File: config.mk
export PLATFORM = sky130hd
export DESIGN_NAME = bubsys_framecap
export DESIGN_NICKNAME = d
export VERILOG_FILES = /design/src/rtl/bubsys_framecap.sv
export SDC_FILE = /design/constraint.sdc
export NUM_CORES = 1
export LEC_CHECK = 0
export ABC_AREA = 1
export CAP_MARGIN = 20
export CORE_MARGIN = 2
export CORE_UTILIZATION = 45
export DETAILED_ROUTE_END_ITERATION = 8
export GPL_TIMING_DRIVEN = 0
export MAX_ROUTING_LAYER = met4
export PLACE_DENSITY = 0.58
export SLEW_MARGIN = 30
export SYNTH_ARGS = -nofsm -noshare
export SYNTH_HDL_FRONTEND = slang
export SYNTH_SLANG_ARGS = --single-unit
File: constraint.sdc
create_clock -name i_EMU_MCLK -period 3.66 [get_ports i_EMU_MCLK]
set_input_delay 1.098 -clock i_EMU_MCLK [delete_from_list [all_inputs] [get_ports i_EMU_MCLK]]
set_output_delay 1.098 -clock i_EMU_MCLK [all_outputs]
set_load 0.005 [all_outputs]
File: src/rtl/bubsys_framecap.sv
// Video frame capture: windowed pixel grab into a small FIFO, serialized as an
// 8-bit AXI-Stream-style byte stream with start-of-frame and end-of-line flags.
module bubsys_framecap #(
  parameter int unsigned H_FIRST    = 278,
  parameter int unsigned H_LAST     = 149,
  parameter int unsigned V_FIRST    = 272,
  parameter int unsigned V_LAST     = 495,
  parameter int unsigned FIFO_DEPTH = 32,
  parameter int unsigned EXPAND     = 1
) (
  input  logic        i_EMU_MCLK,
  input  logic        i_EMU_RST,
  input  logic        i_EMU_CLK6MPCEN_n,
  input  logic [8:0]  i_HCOUNTER,
  input  logic [8:0]  i_VCOUNTER,
  input  logic [15:0] i_VIDEODATA,
  input  logic        i_CAP_ARM,
  input  logic        i_CAP_CONT,
  output logic [7:0]  o_TDATA,
  output logic        o_TVALID,
  input  logic        i_TREADY,
  output logic        o_TUSER,
  output logic        o_TLAST,
  output logic        o_BUSY,
  output logic        o_OVERFLOW,
  output logic [15:0] o_FRAMECNT
);

  localparam int unsigned AW = $clog2(FIFO_DEPTH);
  localparam logic [8:0] HFirst = 9'(H_FIRST);
  localparam logic [8:0] HLast  = 9'(H_LAST);
  localparam logic [8:0] VFirst = 9'(V_FIRST);
  localparam logic [8:0] VLast  = 9'(V_LAST);
  localparam logic [AW:0] CountFull = (AW + 1)'(FIFO_DEPTH);
  localparam logic [1:0] LastIdx = (EXPAND != 0) ? 2'd2 : 2'd1;

  localparam logic [1:0] StIdle    = 2'd0;
  localparam logic [1:0] StWaitSof = 2'd1;
  localparam logic [1:0] StCapture = 2'd2;
  localparam logic [1:0] StDrain   = 2'd3;

  logic [1:0]    state_q, state_d;
  logic [AW-1:0] wr_ptr_q, rd_ptr_q;
  logic [AW:0]   count_q, count_d;
  logic [16:0]   fifo_mem [FIFO_DEPTH];
  logic          overflow_q;
  logic [15:0]   framecnt_q;
  logic          ser_valid_q;
  logic [1:0]    ser_idx_q;
  logic [16:0]   ser_ent_q;

  logic h_in, v_in, pix_ok, is_sof, is_end;
  logic push_req, push, drop, pop, ser_final, ser_free, drain_done;
  logic [16:0] wr_ent;
  logic [7:0]  ser_byte;

  // The horizontal window may wrap through the end of the line (511 -> 128).
  assign h_in = (H_FIRST <= H_LAST) ? (i_HCOUNTER >= HFirst && i_HCOUNTER <= HLast)
                                    : (i_HCOUNTER >= HFirst || i_HCOUNTER <= HLast);
  assign v_in   = (i_VCOUNTER >= VFirst) && (i_VCOUNTER <= VLast);
  assign pix_ok = !i_EMU_CLK6MPCEN_n && h_in && v_in;
  assign is_sof = pix_ok && (i_VCOUNTER == VFirst) && (i_HCOUNTER == HFirst);
  assign is_end = pix_ok && (i_VCOUNTER == VLast) && (i_HCOUNTER == HLast);

  assign push_req = ((state_q == StWaitSof) && is_sof) || ((state_q == StCapture) && pix_ok);
  // Fullness uses the pre-cycle count, so a same-cycle pop never rescues a push.
  assign push   = push_req && (count_q != CountFull);
  assign drop   = push_req && (count_q == CountFull);
  assign wr_ent = {i_HCOUNTER == HLast, state_q == StWaitSof, i_VIDEODATA[14:0]};

  assign ser_final  = (ser_idx_q == LastIdx);
  assign ser_free   = !ser_valid_q || (i_TREADY && ser_final);
  assign pop        = (count_q != '0) && ser_free;
  assign drain_done = (state_q == StDrain) && (count_q == '0) && ser_free;

  always_comb begin
    state_d = state_q;
    unique case (state_q)
      StIdle:    if (i_CAP_ARM) state_d = StWaitSof;
      StWaitSof: if (is_sof) state_d = is_end ? StDrain : StCapture;
      StCapture: if (is_end) state_d = StDrain;
      StDrain:   if (drain_done) state_d = i_CAP_CONT ? StWaitSof : StIdle;
      default:   state_d = StIdle;
    endcase
  end

  always_comb begin
    count_d = count_q;
    if (push && !pop)      count_d = count_q + 1'b1;
    else if (!push && pop) count_d = count_q - 1'b1;
  end

  always_ff @(posedge i_EMU_MCLK) begin
    if (push) fifo_mem[wr_ptr_q] <= wr_ent;
  end

  always_ff @(posedge i_EMU_MCLK) begin
    if (i_EMU_RST) begin
      state_q    <= StIdle;
      wr_ptr_q   <= '0;
      rd_ptr_q   <= '0;
      count_q    <= '0;
      overflow_q <= 1'b0;
      framecnt_q <= '0;
    end else begin
      state_q <= state_d;
      count_q <= count_d;
      if (push) wr_ptr_q <= wr_ptr_q + 1'b1;
      if (pop)  rd_ptr_q <= rd_ptr_q + 1'b1;
      if ((state_q == StIdle) && i_CAP_ARM) overflow_q <= 1'b0;
      else if (drop)                        overflow_q <= 1'b1;
      if (drain_done) framecnt_q <= framecnt_q + 16'd1;
    end
  end

  always_ff @(posedge i_EMU_MCLK) begin
    if (i_EMU_RST) begin
      ser_valid_q <= 1'b0;
      ser_idx_q   <= 2'd0;
      ser_ent_q   <= '0;
    end else if (pop) begin
      ser_valid_q <= 1'b1;
      ser_idx_q   <= 2'd0;
      ser_ent_q   <= fifo_mem[rd_ptr_q];
    end else if (ser_valid_q && i_TREADY) begin
      if (ser_final) ser_valid_q <= 1'b0;
      else           ser_idx_q   <= ser_idx_q + 2'd1;
    end
  end

  // Entry layout: {eol, sof, B[14:10], G[9:5], R[4:0]}.
  always_comb begin
    ser_byte = 8'h00;
    if (EXPAND != 0) begin
      unique case (ser_idx_q)
        2'd0:    ser_byte = {ser_ent_q[14:10], ser_ent_q[14:12]};
        2'd1:    ser_byte = {ser_ent_q[9:5], ser_ent_q[9:7]};
        default: ser_byte = {ser_ent_q[4:0], ser_ent_q[4:2]};
      endcase
    end else begin
      ser_byte = (ser_idx_q == 2'd0) ? ser_ent_q[7:0] : {1'b0, ser_ent_q[14:8]};
    end
  end

  assign o_TVALID   = ser_valid_q;
  assign o_TDATA    = ser_valid_q ? ser_byte : 8'h00;
  assign o_TUSER    = ser_valid_q && (ser_idx_q == 2'd0) && ser_ent_q[15];
  assign o_TLAST    = ser_valid_q && ser_final && ser_ent_q[16];
  assign o_BUSY     = (state_q != StIdle);
  assign o_OVERFLOW = overflow_q;
  assign o_FRAMECNT = framecnt_q;

endmodule

After elaboration in Yosys (flattened, before gate mapping)
Memory sizes are Yosys's and may differ from the RTL's. A register that Yosys moved wholly into a read port is not among the register bits.
Cells that the tools add are included.
{"block": "totals", "register_bits": 38, "ram_bits": 544, "word_cells": 94, "memories": 1}
{"block": "op_classes", "n_addsub": 6, "n_lt_le_gt_ge": 4, "n_eq_ne": 15, "mux": 16, "bitwise": 1, "reduce_logical": 43}
{"name": "fifo_mem", "depth": 32, "width": 17, "rd": 1, "rd_ports_with_merged_regs": 1, "write_ports": 1, "line": "45", "rtl": "logic [16:0] fifo_mem [FIFO_DEPTH];"}
{"op": "equality test 9 bit, second input constant", "n": 3}
{"op": "logical AND 1 bit", "n": 23}
{"op": "greater-or-equal comparator 9 bit, second input constant", "n": 2}
{"op": "adder 16 x 1 -> 16 bit, second input constant", "n": 1}
{"op": "one-hot mux 8 bit (2 select lines)", "n": 1}
{"op": "two-way mux 6 bit", "n": 2}
{"op": "adder 5 x 1 -> 5 bit, second input constant", "n": 2}
{"op": "equality test 9 x 8 -> 1 bit, second input constant", "n": 1}
{"op": "<= comparator 9 x 8 -> 1 bit, second input constant", "n": 1}
{"op": "<= comparator 9 bit, second input constant", "n": 1}
{"op": "two-way mux 2 bit", "n": 4}
{"op": "two-way mux 8 bit", "n": 1}
{"op": "inequality test 2 bit, second input constant", "n": 4}
{"op": "one-hot mux 2 bit (4 select lines)", "n": 1}
{"op": "nonzero test 2 bit", "n": 4}
{"op": "two-way mux 1 bit", "n": 7}
{"op": "adder 6 x 1 -> 6 bit, second input constant", "n": 1}
{"op": "equality test 2 bit, second input constant", "n": 3}
{"op": "equality test 6 bit, second input constant", "n": 1}
{"op": "zero test 6 bit", "n": 1}
{"op": "inequality test 6 bit, second input constant", "n": 1}
{"op": "nonzero test 6 bit", "n": 1}
{"op": "subtractor 6 x 1 -> 6 bit, second input constant", "n": 1}
{"op": "equality test 2 x 1 -> 1 bit, second input constant", "n": 2}
{"op": "8 further kinds", "n": 16}

Longest topological paths before layout
{"block": "logic_depth", "ltp_word": 13, "mapped_depth": 21}

Least setup slack after synthesis
OpenSTA, ideal clock, no wires.
{"block": "synth_path", "kind": "input to register", "start": "in i_HCOUNTER[3]", "end": "reg count_q[5]", "setup_time_ps": 132, "arrival_time_ps": 3149, "required_ps": 3528, "slack_ps": 379, "cell_stages": 21, "cell_sequence": "inv_2 > nand2_1 > nor2_1 > nand3_1 > nor2_1 > nand2_1 > nand2_1 > nand3_2 > inv_4 > ha_1 > inv_1 > ha_1 > nand3_1 > nand3_1 > nand2_1 > a21oi_1 > nor2_1 > nand2_1 > nand2_1 > nand2_1 > a21oi_1"}
{"block": "synth_between", "elab_chain_cells": 12, "word_cells_on_any_way": 17, "classes_between": "order compare (2); eq/ne (1); mux (1); reduce/logical (13)"}
{"item": "start: declaration", "line": "14", "rtl": "input logic [8:0] i_HCOUNTER,"}
{"item": "greater-or-equal comparator 9 bit / <= comparator 9 x 8 -> 1 bit (equally long branches)", "line": "59", "rtl": ": (i_HCOUNTER >= HFirst || i_HCOUNTER <= HLast);"}
{"item": "logical OR 1 bit", "line": "59"}
{"item": "logical AND 1 bit (2 in a row)", "line": "61", "rtl": "assign pix_ok = !i_EMU_CLK6MPCEN_n && h_in && v_in;"}
{"item": "logical AND 1 bit (2 in a row)", "line": "62", "rtl": "assign is_sof = pix_ok && (i_VCOUNTER == VFirst) && (i_HCOUNTER == HFirst);"}
{"item": "logical AND 1 bit", "line": "65", "rtl": "assign push_req = ((state_q == StWaitSof) && is_sof) || ((state_q == StCapture) && pix_ok);"}
{"item": "logical OR 1 bit (*)", "line": "65"}
{"item": "logical AND 1 bit (*)", "line": "67", "rtl": "assign push = push_req && (count_q != CountFull);"}
{"item": "via push", "line": "53", "rtl": "logic push_req, push, drop, pop, ser_final, ser_free, drain_done;"}
{"item": "zero test 1 bit", "line": "90", "rtl": "else if (!push && pop) count_d = count_q - 1'b1;"}
{"item": "logical AND 1 bit", "line": "90"}
{"item": "nonzero test 2 bit (no line)"}
{"item": "end signal: assignment", "line": "107", "rtl": "count_q <= count_d;"}
{"item": "end: declaration", "line": "44", "rtl": "logic [AW:0] count_q, count_d;"}
Mark *: on every way through the listed nets, which the timed path passes. The rest lies on a longest branch.
A chain may end at the register's enable or synchronous reset.

Final worst setup path
{"block": "layout_path", "start": "reg ser_idx_q[1]", "end": "out o_TDATA[7]"}
{"block": "layout_between", "elab_chain_cells": 3, "word_cells_on_any_way": 4, "classes_between": "eq/ne (1); mux (2); reduce/logical (1)"}
{"item": "start: declaration", "line": "49", "rtl": "logic [1:0] ser_idx_q;"}
{"item": "start signal: assignment", "line": "127", "rtl": "else ser_idx_q <= ser_idx_q + 2'd1;"}
{"item": "equality test 2 x 1 -> 1 bit / zero test 2 bit (equally long branches)", "line": "135", "rtl": "unique case (ser_idx_q)"}
{"item": "one-hot mux 8 bit (2 select lines) (*)", "line": "135"}
{"item": "two-way mux 8 bit (*)", "line": "146", "rtl": "assign o_TDATA = ser_valid_q ? ser_byte : 8'h00;"}
{"item": "end: declaration", "line": "19", "rtl": "output logic [7:0] o_TDATA,"}
Every way passes the cells marked *; elsewhere a longest branch is shown, timed or not.

==> out/metrics.yaml <==
wl_per_cell_um: 27.5
synthFlopType: "edfxtp_1"
post-route-period-util: 0.989
dp_hpwl_mm: 55.6
overflow: 0
drtIter0Drc: 2265
dieArea_um2: 56300
numCtsBuffers: 66
post-route-min-period_ps: 3620
crit_chain: "inv_1, ha_2, nor2_4, nand2_1, a31oi_4, buf_4, clkdlybuf4s50_1"
synth_warnings: 0
power_leakage_nw: 9.70
cts_sinks: 599
antenna_found_initial: 1
r2r-start: "state_q[1]$_SDFFE_PP0P_"
area_delta_synth_final_pct: 20.0
startpoint: "ser_idx_q[1]$_SDFFE_PP0P_"
max_freq_mhz: 276
vias: 17700
peakVddDrop_v: 0.000481
clockBufferDepth: 3
clk_latency_ps: 620
clkTransAtPathRegs_ps: 60
path_buf_inv: 3
rows: 85
dpl-instance-area_um2: 27100
io_pins: 69
coreArea_um2: 53800
synthMuxAreaShare: 0
hold_viol_final: 0
cp-end-kind: "output pin"
synth.distinct_cells: 46
drive_above_1_share: 0.115
cap_violations: 0
tritoncts: "built"
drc: 0
slew_headroom: 0.389
worstSetupPathDepth: 7
crit_type: "reg2out"
rsz0062_at_grt: "false"
routabilityCongestion: 0.950
seq_area_frac_synth: 0.712
cts_hold_buf: 0
status: "complete, no violations"
synth-simple-area-share: 0.133
ant_nets: 0
post_synth_xor_area_fraction: 0.00537
yosys.area.top_type_share: 0.667
grt_pass1_vias: 16900
fp.dieH_um: 237
track_usage: 0.301
synthArstFlopShare: 0
hold_path.class: "reg2reg"
syn_area_um2: 24500
finalPower_mw: 20.3
port_buffers: 66
wirelength_mm: 81.8
synth_top_family_by_area: "simple AND/OR/NAND/NOR gates"
synth_nets: 2109
critPathArrivalTime_ps: 2520
start_util: 0.455
avgSynthCellArea_um2: 11.9
tightestPinTransition_ps: 913
setup_viol: 0
grt_max_degree: 36
synth_edf_count: 544
routed_via_density: 5.97
crit_family: "buffers and inverters"
synth_fa_ha_area_frac: 0.0105
start_kind: "flip-flop"
cp_slowest_cell: "clkdlybuf4s50_1"
reg2reg_to: "fifo_mem[15][0]$_DFFE_PP_"
synthTopCellsByArea: "edfxtp_1 (67%), nor2_1 (5.8%), o21ai_0 (5.2%)"
whs_path_depth: 2
syn_inst: 2049
stdcell_count: 2973
cts-root-buf: "clkbuf_16"
placed_cells: 2847
synth_compound_area_frac: 0.104
cpPeakStageDelay_ps: 490
yosys.area.top_type: "edfxtp_1"
powerDensity_nw_per_um2: 691
rr_worst_depth: 10
finClkSkew_ps: 43.7
fin_util: 0.546
cp_max_fo: 6
endpoint: "o_TDATA[7]"
fin_tns_setup_ps: 0
rrSetupSlack_ps: 430
fillers: 4520
htreeDepth: 3
final_area_um2: 29400
grt_pass1_wl_mm: 117
required_ps: 2560
drt_first_pass_iters: 5
finalNetCount: 2283
report.final.slew_viol_count: 0
die_x_um: 237
ys_ff_latch: 599
## power by group
| part | switching [mW] | internal, mW | leakage, nW |
|---|---|---|---|
| sequential | 0.134 | 7.66 | 5.30 |
| clock | 2.74 | 3.97 | 1.05 |
| combinational | 4.22 | 1.58 | 3.34 |
## logic make-up (layout without fill, tap and decap cells)
logic type                 count (synthesis)  in the layout
AOI/OAI and AO/OA                        449            449
and+or+nand+nor                          788            788
DFF                                      599            599
adders and majority gates                 20             20
other                                      0              1
xor gates and xnor gates                  15             15
buffers and inverters                    178            405
## timing repair
item	in CTS	in global routing
pin swaps	0	3
endpoints found under the setup margin	9	107
buffers inserted	1	3
resized for setup	7	8
## registers in the layout, summed over array words and instances, names as in the netlist
register / count
rd_ptr_q: 5
ser_idx_q: 2
o_TVALID: 1
fifo_mem: 544
count_q: 6
wr_ptr_q: 5
ser_ent_q: 17
o_FRAMECNT: 16
state_q: 2
o_OVERFLOW: 1
## cell type report
| class | count | area, um2 | area share |
|---|---|---|---|
| tap | 696 | 871 | 0.0297 |
| clock buffer | 91 | 1890 | 0.0644 |
| sequential | 599 | 17400 | 0.594 |
| buffer | 123 | 639 | 0.0218 |
| inverter | 55 | 209 | 0.00711 |
| multi-input combinational | 1272 | 6500 | 0.221 |
| antenna | 1 | 2.50 | 0.0000852 |
| clock inverter | 30 | 277 | 0.00942 |
| timing repair buffer | 106 | 1540 | 0.0523 |
## layout by cell type, fill, tap and decap left out, drive strengths merged, types with 24 or more instances in the layout
cell and n:
clkdlybuf4s50 51, o21ai 270, buf 101, nor2 376, inv 53, o211ai 52, clkinv 24, a21oi 40
nand2 252, edfxtp 544, clkbuf 168, nand3 107, dfxtp 55, o22ai 60
## metrics by stage
step	worst slack, ps	hold WS [ps]
5_1_grt	0.359	481
2_1_floorplan	379	418
3_3_place_gp	-1730	445
4_1_cts	-50.9	455
3_5_place_dp	-675	442
6_report	40.9	455
## worst min-delay path by stage
stage                                          start                          to  slack (ps)
final                      ser_ent_q[2]$_SDFFE_PP0P_   ser_ent_q[2]$_SDFFE_PP0P_         460
after global routing      ser_ent_q[12]$_SDFFE_PP0P_  ser_ent_q[12]$_SDFFE_PP0P_         480
after CTS                  ser_ent_q[8]$_SDFFE_PP0P_   ser_ent_q[8]$_SDFFE_PP0P_         450
after detailed placement   ser_ent_q[8]$_SDFFE_PP0P_   ser_ent_q[8]$_SDFFE_PP0P_         440
after global placement    ser_ent_q[13]$_SDFFE_PP0P_  ser_ent_q[13]$_SDFFE_PP0P_         440
after floorplan           ser_ent_q[15]$_SDFFE_PP0P_  ser_ent_q[15]$_SDFFE_PP0P_         420
## cells in the mapped netlist (13+ instances only)
cell type and count:
nand3_1 104, dfxtp_1 55, clkbuf_1 77, ha_1 19, nor2_1 375, nand2_1 247, o211ai_1 52, xor2_1 13
o22ai_1 60, nand4_1 22, buf_6 13, edfxtp_1 544, o21ai_1 15, buf_2 16, inv_1 48, o21ai_0 255
o221ai_1 16, a21oi_1 39, buf_4 13
## metal layers
metal	vias to the layer above	part of all wire	track usage
met3	153	0.092	0.0441
met5	-	0	-
li1	7768	-	-
met1	8886	0.41	0.403
met2	935	0.47	0.469
met4	0	0.034	0.110
## tightest hold or removal path: stages, from the launching register on
cell	delay, ps
dfxtp_1	310
nand2_1	60
nand2_1	40
Power figures use the tool's default switching activity.
